`src/rtl/mem_port_arb.sv`:
```
`default_nettype none
// mem_port_arb: shares one word-wide memory bus between an instruction-fetch port
// and a load/store data port, with lane steering, load extension and a bus timeout.
module mem_port_arb #(
   parameter int TIMEOUT   = 16,
   parameter int MAX_D_RUN = 4
) (
   input  logic        clk_i,
   input  logic        rst_i,
   input  logic        if_req_i,
   input  logic [31:0] if_addr_i,
   output logic        if_ack_o,
   output logic [31:0] if_rdata_o,
   output logic        if_err_o,
   input  logic        d_req_i,
   input  logic        d_we_i,
   input  logic [31:0] d_addr_i,
   input  logic [31:0] d_wdata_i,
   input  logic [3:0]  d_op_i,
   output logic        d_ack_o,
   output logic [31:0] d_rdata_o,
   output logic        d_err_o,
   output logic        bus_req_o,
   output logic        bus_we_o,
   output logic [31:0] bus_addr_o,
   output logic [3:0]  bus_be_o,
   output logic [31:0] bus_wdata_o,
   input  logic        bus_ack_i,
   input  logic [31:0] bus_rdata_i,
   output logic        stallreq_o
);

   typedef enum logic [1:0] {
      IDLE = 2'd0,
      XFER = 2'd1,
      RESP = 2'd2
   } state_t;

   localparam int RUN_W = $clog2(MAX_D_RUN + 1);

   state_t           state, state_nxt;
   logic             sel_d;
   logic [3:0]       op_q;
   logic [1:0]       lane_q;
   logic [31:0]      rdata_q;
   logic             err_q;
   logic [RUN_W-1:0] run_cnt;
   logic [7:0]       wait_cnt;

   logic             grant_f, grant_d, d_bad, d_store, wait_expired;
   logic [3:0]       be_calc;
   logic [31:0]      wdata_calc, load_val, lane_shift;
   logic             unused_in;

   // Store direction comes from the opcode; d_we_i is redundant with it.
   assign unused_in = &{1'b0, if_addr_i[1:0], d_we_i};

   assign grant_f = if_req_i & (~d_req_i | (run_cnt == RUN_W'(MAX_D_RUN)));
   assign grant_d = d_req_i & ~grant_f;
   assign wait_expired = (wait_cnt == 8'(TIMEOUT - 1));

   always_comb begin
      d_bad      = 1'b0;
      d_store    = 1'b0;
      be_calc    = 4'hF;
      wdata_calc = d_wdata_i;
      case (d_op_i)
         4'd1, 4'd4: d_bad = 1'b0;
         4'd2, 4'd5: d_bad = d_addr_i[0];
         4'd3:       d_bad = |d_addr_i[1:0];
         4'd6: begin
            d_store    = 1'b1;
            be_calc    = 4'b0001 << d_addr_i[1:0];
            wdata_calc = {4{d_wdata_i[7:0]}};
         end
         4'd7: begin
            d_bad      = d_addr_i[0];
            d_store    = 1'b1;
            be_calc    = d_addr_i[1] ? 4'b1100 : 4'b0011;
            wdata_calc = {2{d_wdata_i[15:0]}};
         end
         4'd8: begin
            d_bad   = |d_addr_i[1:0];
            d_store = 1'b1;
         end
         default: d_bad = 1'b1;
      endcase
   end

   // Lane select and extension of the captured read word for data loads.
   always_comb begin
      lane_shift = bus_rdata_i >> {lane_q, 3'b000};
      case (op_q)
         4'd1:    load_val = {{24{lane_shift[7]}}, lane_shift[7:0]};
         4'd2:    load_val = {{16{lane_shift[15]}}, lane_shift[15:0]};
         4'd3:    load_val = bus_rdata_i;
         4'd4:    load_val = {24'd0, lane_shift[7:0]};
         4'd5:    load_val = {16'd0, lane_shift[15:0]};
         default: load_val = 32'd0;
      endcase
   end

   always_ff @(posedge clk_i) begin
      if (rst_i) state <= IDLE;
      else       state <= state_nxt;
   end

   always_comb begin
      state_nxt = state;
      case (state)
         IDLE: begin
            if (grant_d && d_bad)         state_nxt = RESP;
            else if (grant_d || grant_f)  state_nxt = XFER;
         end
         XFER: if (bus_ack_i || wait_expired) state_nxt = RESP;
         RESP:    state_nxt = IDLE;
         default: state_nxt = IDLE;
      endcase
   end

   always_ff @(posedge clk_i) begin
      if (rst_i) begin
         sel_d       <= 1'b0;
         op_q        <= 4'd0;
         lane_q      <= 2'd0;
         rdata_q     <= 32'd0;
         err_q       <= 1'b0;
         wait_cnt    <= 8'd0;
         bus_req_o   <= 1'b0;
         bus_we_o    <= 1'b0;
         bus_addr_o  <= 32'd0;
         bus_be_o    <= 4'd0;
         bus_wdata_o <= 32'd0;
      end else begin
         case (state)
            IDLE: begin
               if (grant_d || grant_f) begin
                  sel_d    <= grant_d;
                  op_q     <= grant_d ? d_op_i : 4'd0;
                  lane_q   <= d_addr_i[1:0];
                  rdata_q  <= 32'd0;
                  err_q    <= grant_d & d_bad;
                  wait_cnt <= 8'd0;
                  if (!(grant_d && d_bad)) begin
                     bus_req_o   <= 1'b1;
                     bus_we_o    <= grant_d & d_store;
                     bus_addr_o  <= grant_d ? {d_addr_i[31:2], 2'b00} : {if_addr_i[31:2], 2'b00};
                     bus_be_o    <= grant_d ? be_calc : 4'hF;
                     bus_wdata_o <= grant_d ? wdata_calc : 32'd0;
                  end
               end
            end
            XFER: begin
               if (bus_ack_i) begin
                  bus_req_o <= 1'b0;
                  rdata_q   <= sel_d ? load_val : bus_rdata_i;
               end else if (wait_expired) begin
                  bus_req_o <= 1'b0;
                  err_q     <= 1'b1;
               end else begin
                  wait_cnt <= wait_cnt + 8'd1;
               end
            end
            default: ;
         endcase
      end
   end

   // Counts data grants won while a fetch is kept waiting.
   always_ff @(posedge clk_i) begin
      if (rst_i || !if_req_i)                    run_cnt <= '0;
      else if (state == IDLE && grant_f)         run_cnt <= '0;
      else if (state == IDLE && grant_d)         run_cnt <= run_cnt + RUN_W'(1);
   end

   assign d_ack_o    = (state == RESP) &  sel_d;
   assign if_ack_o   = (state == RESP) & ~sel_d;
   assign d_err_o    = d_ack_o & err_q;
   assign if_err_o   = if_ack_o & err_q;
   assign d_rdata_o  = d_ack_o  ? rdata_q : 32'd0;
   assign if_rdata_o = if_ack_o ? rdata_q : 32'd0;
   assign stallreq_o = d_req_i & ~d_ack_o;

endmodule
`default_nettype wire

```
`config.mk`:
```
export PLATFORM = sky130hd
export DESIGN_NAME = mem_port_arb
export DESIGN_NICKNAME = d
export VERILOG_FILES = /design/src/rtl/mem_port_arb.sv
export SDC_FILE = /design/constraint.sdc
export NUM_CORES = 1
export LEC_CHECK = 0
export CAP_MARGIN = 20
export CELL_PAD_IN_SITES_DETAIL_PLACEMENT = 1
export CELL_PAD_IN_SITES_GLOBAL_PLACEMENT = 1
export CORE_MARGIN = 4
export CORE_UTILIZATION = 30
export CTS_CLUSTER_DIAMETER = 150
export CTS_CLUSTER_SIZE = 12
export DETAILED_ROUTE_END_ITERATION = 16
export PLACE_DENSITY = 0.86
export SKIP_CTS_REPAIR_TIMING = 1
export SYNTH_ARGS = -nofsm -noshare
export SYNTH_HDL_FRONTEND = slang
export SYNTH_SLANG_ARGS = --single-unit
export TNS_END_PERCENT = 1
```
`constraint.sdc`:
```
create_clock -name clk_i -period 2.7 [get_ports clk_i]
set_input_delay 0.27 -clock clk_i [delete_from_list [all_inputs] [get_ports clk_i]]
set_output_delay 0.27 -clock clk_i [all_outputs]
set_load 0.01 [all_outputs]
```
# Word level (Yosys, flattened, before mapping)
# Index checks and enable logic that the tools add are counted.
# W data, S select, Z words.
[op_classes] addsub=2 n_eq_ne=26 n_shift=2 muxes=33 n_bitwise=15 n_reduce_logical=22
[ops] op="$mux W32" count=7
[ops] op="$pmux W32 S5" count=1
[ops] op="$pmux W32 S2" count=2
[ops] op="$shr A32 B5 Y16" count=1
[ops] op="$eq A4 B3 Y1 const B" count=6
[ops] op="$mux W8" count=3
[ops] op="$eq A4 B2 Y1 const B" count=4
[ops] op="$pmux W8 S2" count=1
[ops] op="$ne A2 B2 Y1 const B" count=7
[ops] op="$mux W4" count=3
[ops] op="$reduce_and A4 Y1" count=3
[ops] op="$and A1 B1 Y1" count=9
[ops] op="$reduce_or A3 Y1" count=3
[ops] op="$add A8 B1 Y8 const B" count=1
[ops] op="$eq A4 B1 Y1 const B" count=2
[ops] op="$eq A8 B4 Y1 const B" count=1
[ops] op="$mux W1" count=8
[ops] op="$pmux W4 S2" count=1
[ops] op="$mux W2" count=3
[ops] op="$ne A3 B3 Y1 const B" count=2
[ops] op="$reduce_and A3 Y1" count=2
[ops] op="$reduce_or A2 Y1" count=3
[ops] op="$not A1 Y1" count=5
[ops] op="$eq A4 B4 Y1 const B" count=1
[ops] op="other kinds (15)" count=21
[totals] reg_bits=123 in_bits=138 word_cells=113

# Logic depth before layout (Yosys ltp)
# Gate-level depths: netlist (run 1).
[depth] depth_word=9 depth_mapped=9

# Least setup slack after synthesis (run 1)
# OpenSTA, ideal clock, no wires.
[synth_timing] kind="register -> register" startpoint="register lane_q[0]" endpoint="register rdata_q[21]" setup_time_ps=122 arrival_time_ps=1820 setup_slack_ps=758 path_stages_with_launch=8 path_buffers=3 synth_period_minus_slack_ps=1942 cell_sequence="dfxtp_1 buf_2 mux4_2 a211o_1 and3_1 buf_6 buf_6 a221o_1"
[synth_between] elab_chain_cells=5
[synth_lines] element="from (decl)" line="44" source="logic [1:0] lane_q;"
[synth_lines] element="from (signal assigned)" line="140" source="lane_q <= d_addr_i[1:0];"
[synth_lines] element="$shr A32 B5 Y16" line="92" source="lane_shift = bus_rdata_i >> {lane_q, 3'b000};"
[synth_lines] element="$pmux W32 S5" line="93" source="case (op_q)"
[synth_lines] element="$mux W32" line="156" source="rdata_q <= sel_d ? load_val : bus_rdata_i;"
[synth_lines] element="$mux W32" line="154" source="if (bus_ack_i) begin"
[synth_lines] element="$pmux W32 S2" line="135" source="case (state)"
[synth_lines] element="to (signal assigned)" line="156"
[synth_lines] element="to (decl)" line="45" source="logic [31:0] rdata_q;"
# Every way passes these cells. The select of a mux whose other input is x is not followed.
# A chain may end at the register's enable or synchronous reset.

# Worst setup path after layout (run 1)
[layout_timing] startpoint="register state[1]" endpoint="output if_rdata_o[14]"
[layout_between] elab_chain_cells=3
[layout_lines] element="from (decl)" line="41" source="state_t state, state_nxt;"
[layout_lines] element="from (signal assigned)" line="105" source="else state <= state_nxt;"
[layout_lines] element="$eq A2 B2 Y1" line="177" source="assign if_ack_o = (state == RESP) & ~sel_d;"
[layout_lines] element="$and A1 B1 Y1" line="177"
[layout_lines] element="$mux W32" line="181" source="assign if_rdata_o = if_ack_o ? rdata_q : 32'd0;"
[layout_lines] element="to (decl)" line="13" source="output logic [31:0] if_rdata_o,"
# Every way passes these cells.

==> impl_metrics.ini, run 1 <==
[detailed_routing]
drc = 0
viasPerCell = 5.35
drtPass1Iterations = 5
wl_per_cell_um = 19.6
drtIter0Drc = 337
ant_nets = 0
num_vias = 6822
wl_um = 25000

[critical_path]
rr_worst_depth = 4
path_cells = nor3b_2 -> buf_4 -> and2_1 -> clkdlybuf4s50_1
critPathCaptureType = output port
r2r-end = rdata_q[26]
critical_path_class = reg -> out
critPathMaxStageDelay_ps = 540
rrSetupSlack_ps = 400
arrival_ps = 2100
worst-path-buf-inv = 2
crit_fanout = 34
critPathSlowestCell = clkdlybuf4s50_1
crit_required_ps = 2430
startpoint_type = register
reg2reg_from = lane_q[0]
critical_path.top_delay_family = buffers and inverters

[grt]
grt_pass1_vias = 7026
antenna_found_initial = 1
grt-ovfl-total = 0
grt_pass1_wl_um = 39100
grt_usage_pct = 20.7
grt_max_degree = 38

[hold_path]
holdPathEnd = op_q[3]
hold_depth = 2
min_path_type = in -> reg
min_from = rst_i

[flow_run]
drv_cap = 0

[pwr]
leakage_nw = 3.60
power_per_cell_area_mw_per_mm2 = 573
vdd.ir_drop.worst_mv = 0.497
total_power_w = 0.00568

[timing]
fin_worst_skew_ps = 9.48
tightest_slew_ps = 704
setup_viol = 0
max_freq_mhz = 423
fin_crit_ps = 2370
holdWs_ps = 204
fin_crit_sh_pct = 87.6
fin_setup_tns_ps = 0
hold_violations = 0
max_slew_margin_pct = 53.0
slew_violations = 0
rsz0062_at_grt = no

[synth]
synth_edf_count = 0
yosysSeqAreaShare_pct = 38.5
yosys_warnings = 0
synth-seq-cells = 121
synth.avg_cell_area_um2 = 8.45
async_flop_share_pct = 0
synth_cell_types = 59
syn_inst = 744
syn_area_mm2 = 0.00629
synth_top_flop_cell = dfxtp_1

[finish]
utilization_pct = 48.6
fin_nets = 1132
final.fill_count = 2402
syn_to_final_growth_pct = 57.8
instances_no_fill = 1276
drive_gt1_share_pct = 8.67

[floorplanning]
initial_core_util_pct = 30.8
num_io_pins = 277
die_area_mm2 = 0.0233
dieWidth_um = 153
die_y_um = 153
num_rows = 52
core-area_mm2 = 0.0204

[clocking]
cts_tree = built
cts-root-buf = clkbuf_16
cts_buffers = 17
cts_sinks = 121
clock_path_buffers = 2
clk_latency_ps = 420
clkTransAtPathRegs_ps = 60
h-tree-depth = 4

[placed_design]
io_buffers = 271
dp_cells = 1242
gp_congestion = 0.866
dp_hpwl_um = 18300

[outcome]
outcome = finished, final reports clean
[state kept, by name, summed over array words and instances (netlist names)]
name / cells
bus_wdata_o: 32
err_q: 1
bus_be_o: 4
state: 2
bus_we_o: 1
op_q: 4
bus_req_o: 1
run_cnt: 3
lane_q: 2
bus_addr_o: 30
sel_d: 1
wait_cnt: 8
rdata_q: 32
[synth_stat cells (19+ instances only)]
cell type | count | area, µm²
nor3_1 | 42 | 210
o31ai_1 | 25 | 188
nor2_1 | 38 | 143
dfxtp_1 | 121 | 2420
a311oi_1 | 34 | 298
o21ai_0 | 19 | 95.1
a21oi_1 | 23 | 115
nand2_1 | 96 | 360
nand3_1 | 24 | 120
and2_1 | 69 | 432
nand4_1 | 26 | 163
clkbuf_1 | 45 | 169
[worst max-delay path by stage]
stage                           endpoint  slack, ps  cells after the start            start
after global routing         rdata_q[26]        190                      5         state[0]
final                     if_rdata_o[14]        330                      4         state[1]
after global placement       rdata_q[24]        330                      5  bus_rdata_i[31]
after floorplan              rdata_q[21]        760                      7        lane_q[0]
after CTS                  if_rdata_o[4]        280                      4         state[1]
after detailed placement  bus_addr_o[25]        250                      7        d_op_i[3]
[per-stage QoR]
step                      setup WS, ps  instance area [µm²]
after floorplan                    758                 6290
after global placement             332                 9270
after detailed placement           254                 9270
after CTS                          283                 9920
after global routing               191                 9920
final                              334                 9920
[layout make-up]
cell class              instances  area, µm²  area share, %
repair buffers                298       2950           29.7
multi-input cells             548       3550           35.7
clock inverters                13        191           1.93
diodes                          2       5.00         0.0504
flip-flops and latches        121       2420           24.4
clock buffers                  19        453           4.56
inverters                       5       18.8          0.189
well taps                     270        338           3.40
[metal layers]
layer  share of wire, %  vias up  track usage [%]
li1                   -     3234                -
met1                 40     3290             24.0
met2                 50      258             36.0
met3                6.9       40             5.60
met4                2.8        0             8.36
met5                  0        -                0
[placed cells by master (no fill, tap or decap), types with 4 or more instances in the layout]
| cell type | n |
|---|---|
| dfxtp_1 | 121 |
| xor2_1 | 6 |
| and2_1 | 68 |
| bufinv_16 | 4 |
| nand4_1 | 26 |
| a221oi_1 | 9 |
| o31ai_1 | 25 |
| inv_1 | 5 |
| mux2_2 | 8 |
| clkdlybuf4s50_1 | 270 |
| o21ai_0 | 19 |
| a221o_1 | 15 |
| nand2_1 | 96 |
| o21ai_1 | 5 |
| a2bb2oi_1 | 8 |
| o21a_1 | 4 |
| nor3_1 | 42 |
| mux2i_1 | 17 |
| clkbuf_16 | 17 |
| a22oi_1 | 16 |
| a311oi_1 | 34 |
| mux4_2 | 8 |
| a21oi_1 | 23 |
| nor2_1 | 38 |
| nor2b_1 | 5 |
| o211ai_1 | 8 |
| nand3_1 | 24 |
| buf_4 | 24 |
[power by group]
| group | leakage [nW] | internal (W) | switching [W] |
|---|---|---|---|
| Sequential | 0.987 | 0.00191 | 0.0000868 |
| Clock | 0.307 | 0.00160 | 0.000901 |
| Combinational | 2.30 | 0.000593 | 0.000594 |
| Total | 3.60 | 0.00410 | 0.00158 |
[logic make-up after synthesis]
| kind of cell | share of synthesized area (%) |
|---|---|
| AO/OA/AOI/OAI | 21.5 |
| adder cells (fa/ha/maj) | 0.597 |
| flip-flops | 38.5 |
| other | 0.0596 |
| AND/OR/NAND/NOR | 25.8 |
| buffers and inverters | 5.37 |
| XOR/XNOR | 1.11 |
| multiplexers | 7.00 |
No activity file was read; power rests on OpenSTA's default activity.
==> inputs of run 2 (changes only) <==
--- a/config.mk
+++ b/config.mk
@@ -18,4 +18,4 @@
 export SYNTH_ARGS = -nofsm -noshare
 export SYNTH_HDL_FRONTEND = slang
 export SYNTH_SLANG_ARGS = --single-unit
-export TNS_END_PERCENT = 1
+export TNS_END_PERCENT = 10
==> results of run 2 <==
The final DEF is identical to that of run 1; final timing and power are the same.
==> inputs of run 3 (changes only) <==
--- a/config.mk
+++ b/config.mk
@@ -9,11 +9,13 @@
 export CELL_PAD_IN_SITES_DETAIL_PLACEMENT = 1
 export CELL_PAD_IN_SITES_GLOBAL_PLACEMENT = 1
 export CORE_MARGIN = 4
-export CORE_UTILIZATION = 30
+export CORE_UTILIZATION = 45
 export CTS_CLUSTER_DIAMETER = 150
 export CTS_CLUSTER_SIZE = 12
 export DETAILED_ROUTE_END_ITERATION = 16
-export PLACE_DENSITY = 0.86
+export DONT_BUFFER_PORTS = 1
+export HOLD_SLACK_MARGIN = 0.08
+export PLACE_DENSITY = 0.85
 export SKIP_CTS_REPAIR_TIMING = 1
 export SYNTH_ARGS = -nofsm -noshare
 export SYNTH_HDL_FRONTEND = slang
==> run 3 against run 2 <==
Via count shrank 4.0%; worst setup slack lost 5.9 ps; critical path depth decreased by 2; count of clock-buffer cells in the layout is 5 higher; largest power group unchanged; sequential share of layout area up 6.1 points.
==> impl_metrics.ini, run 3 (synthesis gave the netlist of run 1 again) <==
[outcome]
outcome = finished, final reports clean

[pwr]
leakage_nw = 2.95
p_int_w = 0.00371
switchingPower_w = 0.00145
combPwrFrac_pct = 16.4
power_per_cell_area_mw_per_mm2 = 649
p_sw_share_pct = 28.1
vdd.ir_drop.worst_mv = 0.417
clkPwrFrac_pct = 43.6
power.share.sequential_pct = 40.0

[critical_path]
crit_fanout = 35
rrSetupSlack_ps = 350
crit_required_ps = 2430
rr_worst_depth = 6
critPathCaptureType = output port
startpoint_type = register
crit_end = d_rdata_o[23]
r2r-end = bus_addr_o[7]
reg2reg_from = state[1]
crit_start = sel_d
arrival_ps = 2100
critical_path_class = reg -> out

[grt]
grt_usage_pct = 25.4
grt_pass1_wl_um = 33000
grt_pass1_vias = 6096
grt-ovfl-total = 0
antenna_found_initial = 0
grt_max_degree = 81

[finish]
design_area_mm2 = 0.00795
multiInputGateArea_mm2 = 0.00355
fin_nets = 952
layout_commonest_cell = dfxtp_1
final_cell_mix = 121 x dfxtp_1, 99 x dlygate4sd3_1, 96 x nand2_1, 68 x and2_1, 42 x nor3_1
drive_gt1_share_pct = 9.10
reg_top3 = bus_wdata_o (32), rdata_q (32), bus_addr_o (30)
syn_to_final_growth_pct = 26.4
regArea_mm2 = 0.00242
final.fill_count = 1524
n_antenna_cell = 0

[timing]
hold_violations = 0
fin_crit_sh_pct = 87.8
setup_viol = 0
tightest_slew_ps = 1050
fin_worst_skew_ps = 8.54
fin_crit_ps = 2370
max_freq_mhz = 422
holdWs_ps = 61.8
fin_setup_tns_ps = 0
rsz0062_at_grt = no
max_slew_margin_pct = 29.9
slew_violations = 0

[floorplanning]
die_area_mm2 = 0.0159
die_y_um = 126
num_rows = 42
num_io_pins = 277
initial_core_util_pct = 46.7
dieWidth_um = 126
core-area_mm2 = 0.0135

[clocking]
clk_latency_ps = 410
h-tree-depth = 4
cts_tree = built
cts_buffers = 17
clock_path_buffers = 2
cts-root-buf = clkbuf_16
clkTransAtPathRegs_ps = 50
cts_sinks = 121

[detailed_routing]
drc = 0
wl_um = 25300
viasPerCell = 6.55
drtPass1Iterations = 5
wl_per_cell_um = 25.3
ant_nets = 0
num_vias = 6548
drtIter0Drc = 639

[placed_design]
post_dp_cell_area_mm2 = 0.00634
dp_hpwl_um = 15200
gp_congestion = 0.835
io_buffers = 0

[flow_run]
drv_cap = 0

[hold_path]
min_path_type = in -> reg
==> run 3: how the worst min path moves through the flow <==
stage                            start             end  cells after the start
after floorplan            d_addr_i[0]       lane_q[0]                      2
after global placement           rst_i  bus_addr_o[17]                      1
after detailed placement         rst_i  bus_addr_o[13]                      1
after CTS                        rst_i  bus_addr_o[24]                      1
after global routing      d_wdata_i[8]  bus_wdata_o[8]                      2
final                     d_wdata_i[8]  bus_wdata_o[8]                      2
==> run 3: critical path, cell delays in order, from the launching register on <==
cell,delay [ps]
dfxtp_1,450
and3b_1,890
and2_1,330
==> run 3: cell type report <==
| class | count | area share [%] |
|---|---|---|
| Clock inverter | 8 | 1.17 |
| Inverter | 5 | 0.236 |
| Clock buffer | 24 | 6.19 |
| Timing Repair Buffer | 118 | 14.5 |
| Sequential cell | 121 | 30.5 |
| Tap cell | 176 | 2.77 |
| Multi-Input combinational cell | 548 | 44.6 |
==> run 3: layer usage <==
metal	vias to the layer above	GRT usage, %	routed length [µm]
li1	2879	-	-
met1	3226	28.2	9360
met2	382	45.0	13100
met3	61	8.43	2150
met4	0	9.72	703
met5	-	0	0
==> run 3: power groups by stage <==
stage | registers [W] | logic, W | clock network, W
after floorplan | 0.00205 | 0.000536 | 0
after global placement | 0.00209 | 0.000612 | 0
after detailed placement | 0.00210 | 0.000654 | 0
after CTS | 0.00206 | 0.000659 | 0.00228
after global routing | 0.00208 | 0.000919 | 0.00236
final | 0.00206 | 0.000845 | 0.00225
==> run 3: per-stage QoR <==
stage               util, %  instances  power (W)  setup WS, ps
floorplan                 -        745    0.00259           758
global placement       47.2        868    0.00270           611
detailed placement     47.2        868    0.00275           516
CTS                    51.5        900    0.00500           317
global route           59.1       1000    0.00535           203
finish                 59.1       1000    0.00516           329
